### src/rtl/scan_scheduler.sv
// rtl/scan_scheduler.sv - one radar sweep: step servo, settle, measure, send (angle, distance) pair
module scan_scheduler #(
  parameter int ANGLE_MIN      = 0,
  parameter int ANGLE_MAX      = 180,
  parameter int ANGLE_STEP     = 10,
  parameter int SETTLE_CYCLES  = 2000000,
  parameter int TIMEOUT_CYCLES = 3000000,
  parameter int TX_GUARD       = 2
) (
  input  logic       clk,
  input  logic       rst,
  input  logic       start,
  input  logic       stop,
  input  logic       continuous,
  output logic       busy,
  output logic       done,
  output logic       timeout,
  output logic [7:0] servo_angle,
  output logic       sonar_measure,
  input  logic       sonar_ready,
  input  logic [7:0] sonar_distance,
  input  logic       tx_rdy,
  output logic [7:0] data,
  output logic       data_wen
);

  typedef enum logic [2:0] {IDLE, MOVE, SETTLE, TRIG, WAIT, SEND_A, SEND_D, NEXT} state_t;

  state_t      state_q, state_d;
  logic [7:0]  angle_q, angle_d, dist_q, dist_d, data_q, data_d, guard_q, guard_d;
  logic [31:0] cnt_q, cnt_d;
  logic        dir_down_q, dir_down_d, cont_q, cont_d, prev_ready_q, prev_ready_d;
  logic        stop_seen_q, stop_seen_d, done_q, done_d, timeout_q, timeout_d, wen_q, wen_d;

  // 9-bit arithmetic so neither leg can wrap past 0 or 255
  logic [8:0] up_sum, dn_floor;
  logic       up_ok, can_down;
  logic [7:0] up_val, dn_val;

  assign up_sum   = {1'b0, angle_q} + 9'(ANGLE_STEP);
  assign dn_floor = 9'(ANGLE_MIN) + 9'(ANGLE_STEP);
  assign up_ok    = up_sum <= 9'(ANGLE_MAX);
  assign can_down = {1'b0, angle_q} >= dn_floor;
  assign up_val   = up_ok ? up_sum[7:0] : 8'(ANGLE_MAX);
  assign dn_val   = can_down ? (angle_q - 8'(ANGLE_STEP)) : 8'(ANGLE_MIN);

  always_ff @(posedge clk) begin
    if (rst) begin
      state_q      <= IDLE;
      angle_q      <= 8'(ANGLE_MIN);
      dist_q       <= '0;
      data_q       <= '0;
      guard_q      <= '0;
      cnt_q        <= '0;
      dir_down_q   <= 1'b0;
      cont_q       <= 1'b0;
      prev_ready_q <= 1'b0;
      stop_seen_q  <= 1'b0;
      done_q       <= 1'b0;
      timeout_q    <= 1'b0;
      wen_q        <= 1'b0;
    end else begin
      state_q      <= state_d;
      angle_q      <= angle_d;
      dist_q       <= dist_d;
      data_q       <= data_d;
      guard_q      <= guard_d;
      cnt_q        <= cnt_d;
      dir_down_q   <= dir_down_d;
      cont_q       <= cont_d;
      prev_ready_q <= prev_ready_d;
      stop_seen_q  <= stop_seen_d;
      done_q       <= done_d;
      timeout_q    <= timeout_d;
      wen_q        <= wen_d;
    end
  end

  always_comb begin
    state_d      = state_q;
    angle_d      = angle_q;
    dist_d       = dist_q;
    data_d       = data_q;
    guard_d      = (guard_q != 8'd0) ? guard_q - 8'd1 : 8'd0;
    cnt_d        = cnt_q;
    dir_down_d   = dir_down_q;
    cont_d       = cont_q;
    prev_ready_d = prev_ready_q;
    stop_seen_d  = stop_seen_q | (stop & (state_q != IDLE));
    done_d       = 1'b0;
    timeout_d    = 1'b0;
    wen_d        = 1'b0;
    case (state_q)
      IDLE: begin
        if (start && !stop) begin
          state_d     = MOVE;
          cont_d      = continuous;
          dir_down_d  = 1'b0;
          angle_d     = 8'(ANGLE_MIN);
          stop_seen_d = 1'b0;
        end
      end
      MOVE: begin
        cnt_d   = 32'(SETTLE_CYCLES - 1);
        state_d = SETTLE;
      end
      SETTLE: begin
        if (cnt_q == 32'd0) state_d = TRIG;
        else                cnt_d   = cnt_q - 32'd1;
      end
      TRIG: begin
        prev_ready_d = sonar_ready;
        cnt_d        = 32'(TIMEOUT_CYCLES - 1);
        state_d      = WAIT;
      end
      WAIT: begin
        // only a fresh rising edge counts; a level left over from TRIG is stale
        prev_ready_d = sonar_ready;
        if (!prev_ready_q && sonar_ready) begin
          dist_d  = sonar_distance;
          state_d = SEND_A;
        end else if (cnt_q == 32'd0) begin
          timeout_d = 1'b1;
          dist_d    = 8'hFF;
          state_d   = SEND_A;
        end else begin
          cnt_d = cnt_q - 32'd1;
        end
      end
      SEND_A: begin
        if (guard_q == 8'd0 && tx_rdy) begin
          wen_d   = 1'b1;
          data_d  = angle_q;
          guard_d = 8'(TX_GUARD);
          state_d = SEND_D;
        end
      end
      SEND_D: begin
        if (guard_q == 8'd0 && tx_rdy) begin
          wen_d   = 1'b1;
          data_d  = dist_q;
          guard_d = 8'(TX_GUARD);
          state_d = NEXT;
        end
      end
      NEXT: begin
        stop_seen_d = 1'b0;
        if (stop_seen_q || stop) begin
          state_d = IDLE;
          done_d  = 1'b1;
        end else if (!dir_down_q) begin
          if (up_ok) begin
            angle_d = up_sum[7:0];
            state_d = MOVE;
          end else if (!cont_q) begin
            state_d = IDLE;
            done_d  = 1'b1;
          end else begin
            dir_down_d = 1'b1;
            angle_d    = dn_val;
            state_d    = MOVE;
          end
        end else begin
          if (can_down) begin
            angle_d = dn_val;
            state_d = MOVE;
          end else if (!cont_q) begin
            state_d = IDLE;
            done_d  = 1'b1;
          end else begin
            dir_down_d = 1'b0;
            angle_d    = up_val;
            state_d    = MOVE;
          end
        end
      end
      default: state_d = IDLE;
    endcase
  end

  assign busy          = (state_q != IDLE);
  assign done          = done_q;
  assign timeout       = timeout_q;
  assign servo_angle   = angle_q;
  assign sonar_measure = (state_q == TRIG);
  assign data          = data_q;
  assign data_wen      = wen_q;

endmodule

### config.mk
export PLATFORM = sky130hd
export DESIGN_NAME = scan_scheduler
export DESIGN_NICKNAME = d
export VERILOG_FILES = /design/src/rtl/scan_scheduler.sv
export SDC_FILE = /design/constraint.sdc
export NUM_CORES = 1
export LEC_CHECK = 0
export CAP_MARGIN = 20
export CORE_MARGIN = 5
export CORE_UTILIZATION = 52
export DETAILED_ROUTE_END_ITERATION = 10
export PLACE_DENSITY_LB_ADDON = 0.08
export SKIP_LAST_GASP = 1
export SLEW_MARGIN = 15
export SYNTH_ARGS = -nofsm -noshare
export SYNTH_HDL_FRONTEND = slang
export SYNTH_SLANG_ARGS = --single-unit
### constraint.sdc
create_clock -name clk -period 2.25 [get_ports clk]
set_input_delay 0.45 -clock clk [delete_from_list [all_inputs] [get_ports clk]]
set_output_delay 0.45 -clock clk [all_outputs]
set_load 0.02 [all_outputs]
== Word level (Yosys, flattened, before mapping) ==
Index checks and enable logic that the tools add are counted.

* Add/sub/neg operators: 4
* Multiply operators: 0
* Div/mod/pow operators: 0
* Magnitude comparators: 2
* Eq/ne operators: 16
* Shift operators: 0
* Multiplexer cells: 49
* Bitwise operators: 5
* Reductions and logical operators: 27

{| class="wikitable"
|+ Operators with widths
! cell !! number
|-
| 8-bit two-way mux || 16
|-
| 32-bit case mux with 4 select lines || 1
|-
| 32-bit two-way mux || 2
|-
| 32-bit logical NOT || 1
|-
| 8-bit case mux with 2 select lines || 2
|-
| 32-bit by 1-bit subtractor with 32-bit output (second input constant) || 1
|-
| 3-bit two-way mux || 9
|-
| 3-bit case mux with 8 select lines || 1
|-
| 1-bit two-way mux || 16
|-
| 3-bit == test (second input constant) || 4
|-
| 2-bit != test (second input constant) || 6
|-
| 5-bit AND reduction || 2
|-
| 8-bit by 4-bit adder with 9-bit output (second input constant) || 1
|-
| 9-bit by 8-bit less-or-equal comparator with 1-bit output (second input constant) || 1
|-
| 8-bit by 4-bit greater-or-equal comparator with 1-bit output (second input constant) || 1
|-
| 8-bit logical NOT || 1
|-
| 4-bit != test (second input constant) || 2
|-
| 8-bit nonzero test || 1
|-
| 2-bit OR reduction || 4
|-
| 8-bit by 1-bit subtractor with 8-bit output (second input constant) || 1
|-
| 8-bit by 4-bit subtractor with 8-bit output (second input constant) || 1
|-
| 3-bit by 2-bit == test with 1-bit output (second input constant) || 2
|-
| 2-bit AND reduction || 3
|-
| 3-bit AND reduction || 2
|-
| other kinds (14) || 22
|}

* Register bits: 74
* Bits in latches: 0
* Memory bits (writable): 0
* ROM bits: 0
* Input bits: 15
* Output and inout port bits: 21
* Memories: 0

== Logic depth before layout (Yosys ltp) ==
* Depth in word-level cells: 8
* Depth in mapped cells: 11
* Depth with buffers taken out: 9

== Worst setup path after synthesis ==
No wires, ideal clock.

* Path kind: register -> register
* Start point: reg angle_q[1] (netlist: servo_angle[1])
* End point: reg angle_q[3] (netlist: servo_angle[3])
* Library setup time: 0.121 ns
* Arrival time: 2.279 ns
* Setup slack: -0.150 ns
* Cell stages (with the launch flop): 11
* Buffers on the path: 1
* Cell sequence: dfxtp_1 > buf_2 > inv_1 > ha_1 > inv_1 > o221ai_1 > and3_1 > and4_4 > a211oi_4 > nand3_1 > mux2_2

* Word-level cells in the longest chain between the ends: 8
* Elaborated cells on any way between the ends: 16
* Classes of those cells: 2 x add/sub; 2 x order compare; 2 x eq/ne; 9 x mux; 1 x reduce/logical

{| class="wikitable"
|+ Ends and longest elaborated chain
! element !! line !! RTL
|-
| start, declared || 30 || <nowiki>logic [7:0] angle_q, angle_d, dist_q, dist_d, data_q, data_d, guard_q, guard_d;</nowiki>
|-
| start signal, assigned || 50 || <nowiki>angle_q <= 8'(ANGLE_MIN);</nowiki>
|-
| start signal, assigned || 64 || <nowiki>angle_q <= angle_d;</nowiki>
|-
| 8-bit by 4-bit adder with 9-bit output || 40 || <nowiki>assign up_sum = {1'b0, angle_q} + 9'(ANGLE_STEP);</nowiki>
|-
| 9-bit by 8-bit less-or-equal comparator with 1-bit output || 42 || <nowiki>assign up_ok = up_sum <= 9'(ANGLE_MAX);</nowiki>
|-
| 8-bit two-way mux || 44 || <nowiki>assign up_val = up_ok ? up_sum[7:0] : 8'(ANGLE_MAX);</nowiki>
|-
| 8-bit two-way mux || 167 || <nowiki>end else if (!cont_q) begin</nowiki>
|-
| 8-bit two-way mux || 164 || <nowiki>if (can_down) begin</nowiki>
|-
| 8-bit two-way mux || 151 || <nowiki>end else if (!dir_down_q) begin</nowiki>
|-
| 8-bit two-way mux || 148 || <nowiki>if (stop_seen_q || stop) begin</nowiki>
|-
| 8-bit case mux with 2 select lines || 93 || <nowiki>case (state_q)</nowiki>
|}

Several ways; a longest one is shown, not always the timed one. The select of a mux whose other input is x is not followed.
A chain may end at the register's enable or synchronous reset.

== Worst setup path after layout ==
* Start point: reg cnt_q[27]
* End point: reg cnt_q[1]

* Word-level cells in the longest chain between the ends: 4

{| class="wikitable"
|+ Ends and longest elaborated chain
! element !! line !! RTL
|-
| start, declared || 31 || <nowiki>logic [31:0] cnt_q, cnt_d;</nowiki>
|-
| start signal, assigned || 68 || <nowiki>cnt_q <= cnt_d;</nowiki>
|-
| 32-bit logical NOT * || 108, 122 ||
|-
| 32-bit two-way mux * || - ||
|-
| 32-bit two-way mux || - ||
|-
| 32-bit case mux with 4 select lines * || - ||
|}

Mark *: on every way between the ends. The rest lies on a longest branch, timed or not. The select of a mux whose other input is x is not followed.

==> results.txt <==
----------------------------------------------------
[Outcome]
  Outcome ... finished, final reports clean

[Clock network]
  Clock sink count ... 74
  Clock root buffer ... sky130_fd_sc_hd__clkbuf_8
  Number of buffers created by CTS ... 9
  Clk Latency, worst-skew pair ... between 0.3 and 0.4 ns
  TritonCTS clock tree ... yes
  Hold bufs inserted after CTS ... 0
  Clock input transition at the sequential cells of the worst setup and hold paths ... approximately 0.080 ns
  Max Root-Sink Buffers ... 2
  Deepest level of the CTS H-tree ... 3

[Setup path]
  Classification of the worst setup path ... reg -> reg
  Buffers & Inverters on Critical Path ... 2
  Slowest cell on the critical path ... sky130_fd_sc_hd__or4_1
  Worst-case register-to-register setup slack ... 0.04 ns
  Cells along the critical path ... or4_1 > nor2_4 > a41oi_4 > or2_1 > buf_6 > buf_4 > a311oi_2
  Signal arrival time at the worst endpoint ... between 2 and 2.5 ns
  Worst Path Required ... 2.52 ns
  Highest cell delay on the worst timing path ... 0.61 ns
  Sort of element at the end of the critical path ... flop
  Worst Reg-to-Reg Cells ... 7
  Startpoint type of the worst setup path ... flop
  Largest delay share family, worst path ... simple AND/OR/NAND/NOR gates
  Origin of the critical flop-to-flop path ... cnt_q[27]$_SDFFE_PP0P_
  Critical R2R Capture ... cnt_q[1]$_SDFFE_PP0P_
  Instance count on the critical path ... 7
  Biggest fanout along the worst timing path ... 12

[Logic synthesis]
  Fraction of synthesized cell area taken by the top area cell type ... 0.374
  Number of storage elements in the synthesis netlist ... 74
  Avg Synthesized Cell Area ... 8.13 um^2
  Number of warnings reported in the yosys synthesis log ... 0
  Number of distinct library cells after synthesis ... 65
  Most used flip-flop cell after synthesis ... sky130_fd_sc_hd__dfxtp_1
  Async set-reset flop share out of synthesis ... 0
  Biggest area consumer among synthesized cells ... sky130_fd_sc_hd__dfxtp_1
  Biggest area contributors in the synthesized netlist ... sky130_fd_sc_hd__dfxtp_1 37%, sky130_fd_sc_hd__nor2_1 6.1%, sky130_fd_sc_hd__a21oi_1 4.7%
  Number of synthesized flops with an enable pin ... 0
  Proportion of synthesized chip area in sequential cells ... 0.374
  Gate Count Post-Synth ... a little under 500
  Net count after synthesis ... 508
  Post-Synthesis Cell Area ... 0.00396 mm^2

[Finish]
  Net count, final ... 598
  Syn-to-layout area delta ... 31.1%
  Layout cell share with drive strength beyond 1 ... 0.244
  Final non-filler cell total ... ~700
  N_diodes ... 0

[Pwr]
  Maximum resistive drop on vdd ... 0.847 mV
  Leakage ... 1.91 nW
  Cell area power density ... 1100 mW/mm^2

[Placed design]
  Detailed placement HPWL ... 7610 um
  Final Wtd Congestion ... 0.915
  Cells after DPL ... 662
  Placement Setup Slack ... -0.264 ns
  Number of port buffers ... 35

[Routing]
  Average routed wire per standard cell ... 15.3 um
  First-iteration detailed-routing DRC count ... 160
  Antenna-violating nets left ... 0
  Number of design rule violations left after detail routing ... 0
  Post-DR vias/cell ... roughly 5.7
  Total via count after detailed routing ... between 3000 and 4000
  Routed wire length ... 10400 um
  Drt pass-1 iters ... 5

[Global route]
  All-Layer GR Usage ... 0.218
  Number of antenna violations at the first check in global routing ... 0
  First-pass GRT wire length ... 17400 um
  GRT overflow ... 0
  Via count of the first global-routing pass ... around 3900
  Pin count of the biggest net entering global routing ... 44

[Timing]
  RSZ-0062 raised after global routing ... yes
  Worst-margin pin slew ... 0.621 ns
  Maximum clock frequency ... 453 MHz
  Post-route setup slack ... 0.0410 ns
  Worst Hold Slack ... 0.477 ns
  Worst setup skew after layout ... 0.00627 ns
  Minimum period implied by the final worst setup slack ... 2.21 ns
  Final critical-path share of the clock period ... 0.982
  Slew Limit Headroom ... 0.586
  Count of pins over their slew limit ... 0
  Final count of hold timing violations ... 0
  Final setup violation count ... 0

[Floorplan]
  Core Footprint ... 0.00733 mm^2
  Top-level port count ... 36
  Die span in x ... just under 100 um
  Die height ... 97.3 um
  Number of core rows ... 31
  Total die area ... around 0.0095 mm^2
  Effective utilization at floorplan ... 0.540

[Min path]
  Hold worst-path end ... prev_ready_q$_SDFFE_PP0P_
  Hold Path Class ... reg -> reg
  Startpoint of the most critical hold path ... prev_ready_q$_SDFFE_PP0P_
  Cell count of the worst hold path ... 2

[Run]
  Max-cap check violation count ... 0

----------------------------------------------------
## stage by stage
step	util	TNS (ns)	instance area (um^2)	power [mW]
4_1_cts	0.691	0	5060	5.49
2_1_floorplan	-	0	3970	3.46
3_3_place_gp	0.661	-2.02	4850	4.31
5_1_grt	0.708	-0.219	5190	6.11
6_report	0.708	0	5190	5.70
3_5_place_dp	0.661	-4.25	4850	4.39
## cells in the final DEF (no fill, tap or decap), types with 16 or more instances in the layout
cell type / Yosys / routed
sky130_fd_sc_hd__xnor2_1: 18 / 18
sky130_fd_sc_hd__dfxtp_1: 74 / 68
sky130_fd_sc_hd__nor3_1: 25 / 24
sky130_fd_sc_hd__inv_1: 19 / 19
sky130_fd_sc_hd__a21oi_1: 37 / 36
sky130_fd_sc_hd__o21ai_0: 25 / 24
sky130_fd_sc_hd__buf_4: 3 / 67
sky130_fd_sc_hd__nor2_1: 64 / 61
sky130_fd_sc_hd__nand3_1: 16 / 16
sky130_fd_sc_hd__nand2_1: 38 / 36
sky130_fd_sc_hd__clkdlybuf4s50_1: 0 / 34
## registers in the layout, indices dropped and copies added (netlist names)
name,cells
timeout,1
servo_angle,8
prev_ready_q,1
cont_q,1
data_wen,1
dir_down_q,1
done,1
state_q,3
guard_q,8
dist_q,8
data,8
stop_seen_q,1
cnt_q,32
## cells by family after synthesis
family,Yosys count,share of synthesized area
fa+ha+maj,6,0.0190
buf+inv,46,0.0499
flops,74,0.374
compound gates,122,0.220
xor+xnor,27,0.0597
simple gates,210,0.272
mux,2,0.00537
## Yosys cell counts (5+ instances only)
cell	instances
sky130_fd_sc_hd__buf_2	5
sky130_fd_sc_hd__a311oi_1	9
sky130_fd_sc_hd__or4_1	5
sky130_fd_sc_hd__nand3_1	16
sky130_fd_sc_hd__or3_1	8
sky130_fd_sc_hd__nand2_1	38
sky130_fd_sc_hd__nor4_1	10
sky130_fd_sc_hd__ha_1	6
sky130_fd_sc_hd__inv_1	19
sky130_fd_sc_hd__o21ai_0	25
sky130_fd_sc_hd__a21oi_1	37
sky130_fd_sc_hd__nor2b_1	6
sky130_fd_sc_hd__o221a_2	8
sky130_fd_sc_hd__xnor2_1	18
sky130_fd_sc_hd__nand2b_1	5
sky130_fd_sc_hd__xor2_1	9
sky130_fd_sc_hd__dfxtp_1	74
sky130_fd_sc_hd__nor3_1	25
sky130_fd_sc_hd__clkbuf_1	17
sky130_fd_sc_hd__a31oi_1	6
sky130_fd_sc_hd__nor2_1	64
## how the worst max path moves through the flow
stage,startpoint,endpoint,slack [ns]
finish,cnt_q[27]$_SDFFE_PP0P_,cnt_q[1]$_SDFFE_PP0P_,0.04
global route,guard_q[4]$_SDFF_PP0_,state_q[0]$_SDFFE_PP0P_,-0.05
CTS,cnt_q[24]$_SDFFE_PP0P_,cnt_q[6]$_SDFFE_PP0P_,0.01
detailed placement,sonar_ready,cnt_q[5]$_SDFFE_PP0P_,-0.26
global placement,sonar_ready,cnt_q[12]$_SDFFE_PP0P_,-0.14
floorplan,servo_angle[1]$_SDFFE_PP0P_,servo_angle[3]$_SDFFE_PP0P_,0.02
## power breakdown
group          total [mW]  switching [mW]  internal, mW  leakage, nW
clock                1.07           0.547         0.519       0.0921
combinational        2.83            1.52          1.31         1.22
sequential           1.80           0.245          1.55        0.605
## worst register-to-register path, delay by kind of cell (launching register included)
family,cells,cell delay [ns]
AND/OR/NAND/NOR,3,1.10
buffers and inverters,2,0.29
AO/OA/AOI/OAI,2,0.40
flip-flops,1,0.35
## layer usage
| layer | wire length (um) | track usage |
|---|---|---|
| met5 | 0 | 0 |
| met2 | 5130 | 0.373 |
| met3 | 503 | 0.0546 |
| met1 | 4550 | 0.264 |
| met4 | 219 | 0.0799 |
## repair_timing
action | in CTS | in global routing
setup buffers | 0 | 3
setup endpoints to repair | 6 | 28
gates resized for setup | 5 | 30
hold endpoints to repair | 0 | 0
pin swaps | 0 | 8
gates cloned | 0 | 0
## area by class of cell
cell class                 instances  area, um^2
clock inverter                     7        78.8
clock buffer                       9         124
multi-input combinational        367        2390
tap                               99         124
sequential                        74        1490
fill                             607        2140
timing repair buffer             106         915
inverter                          19        71.3
Note: power is estimated with default switching activity, not from simulation.
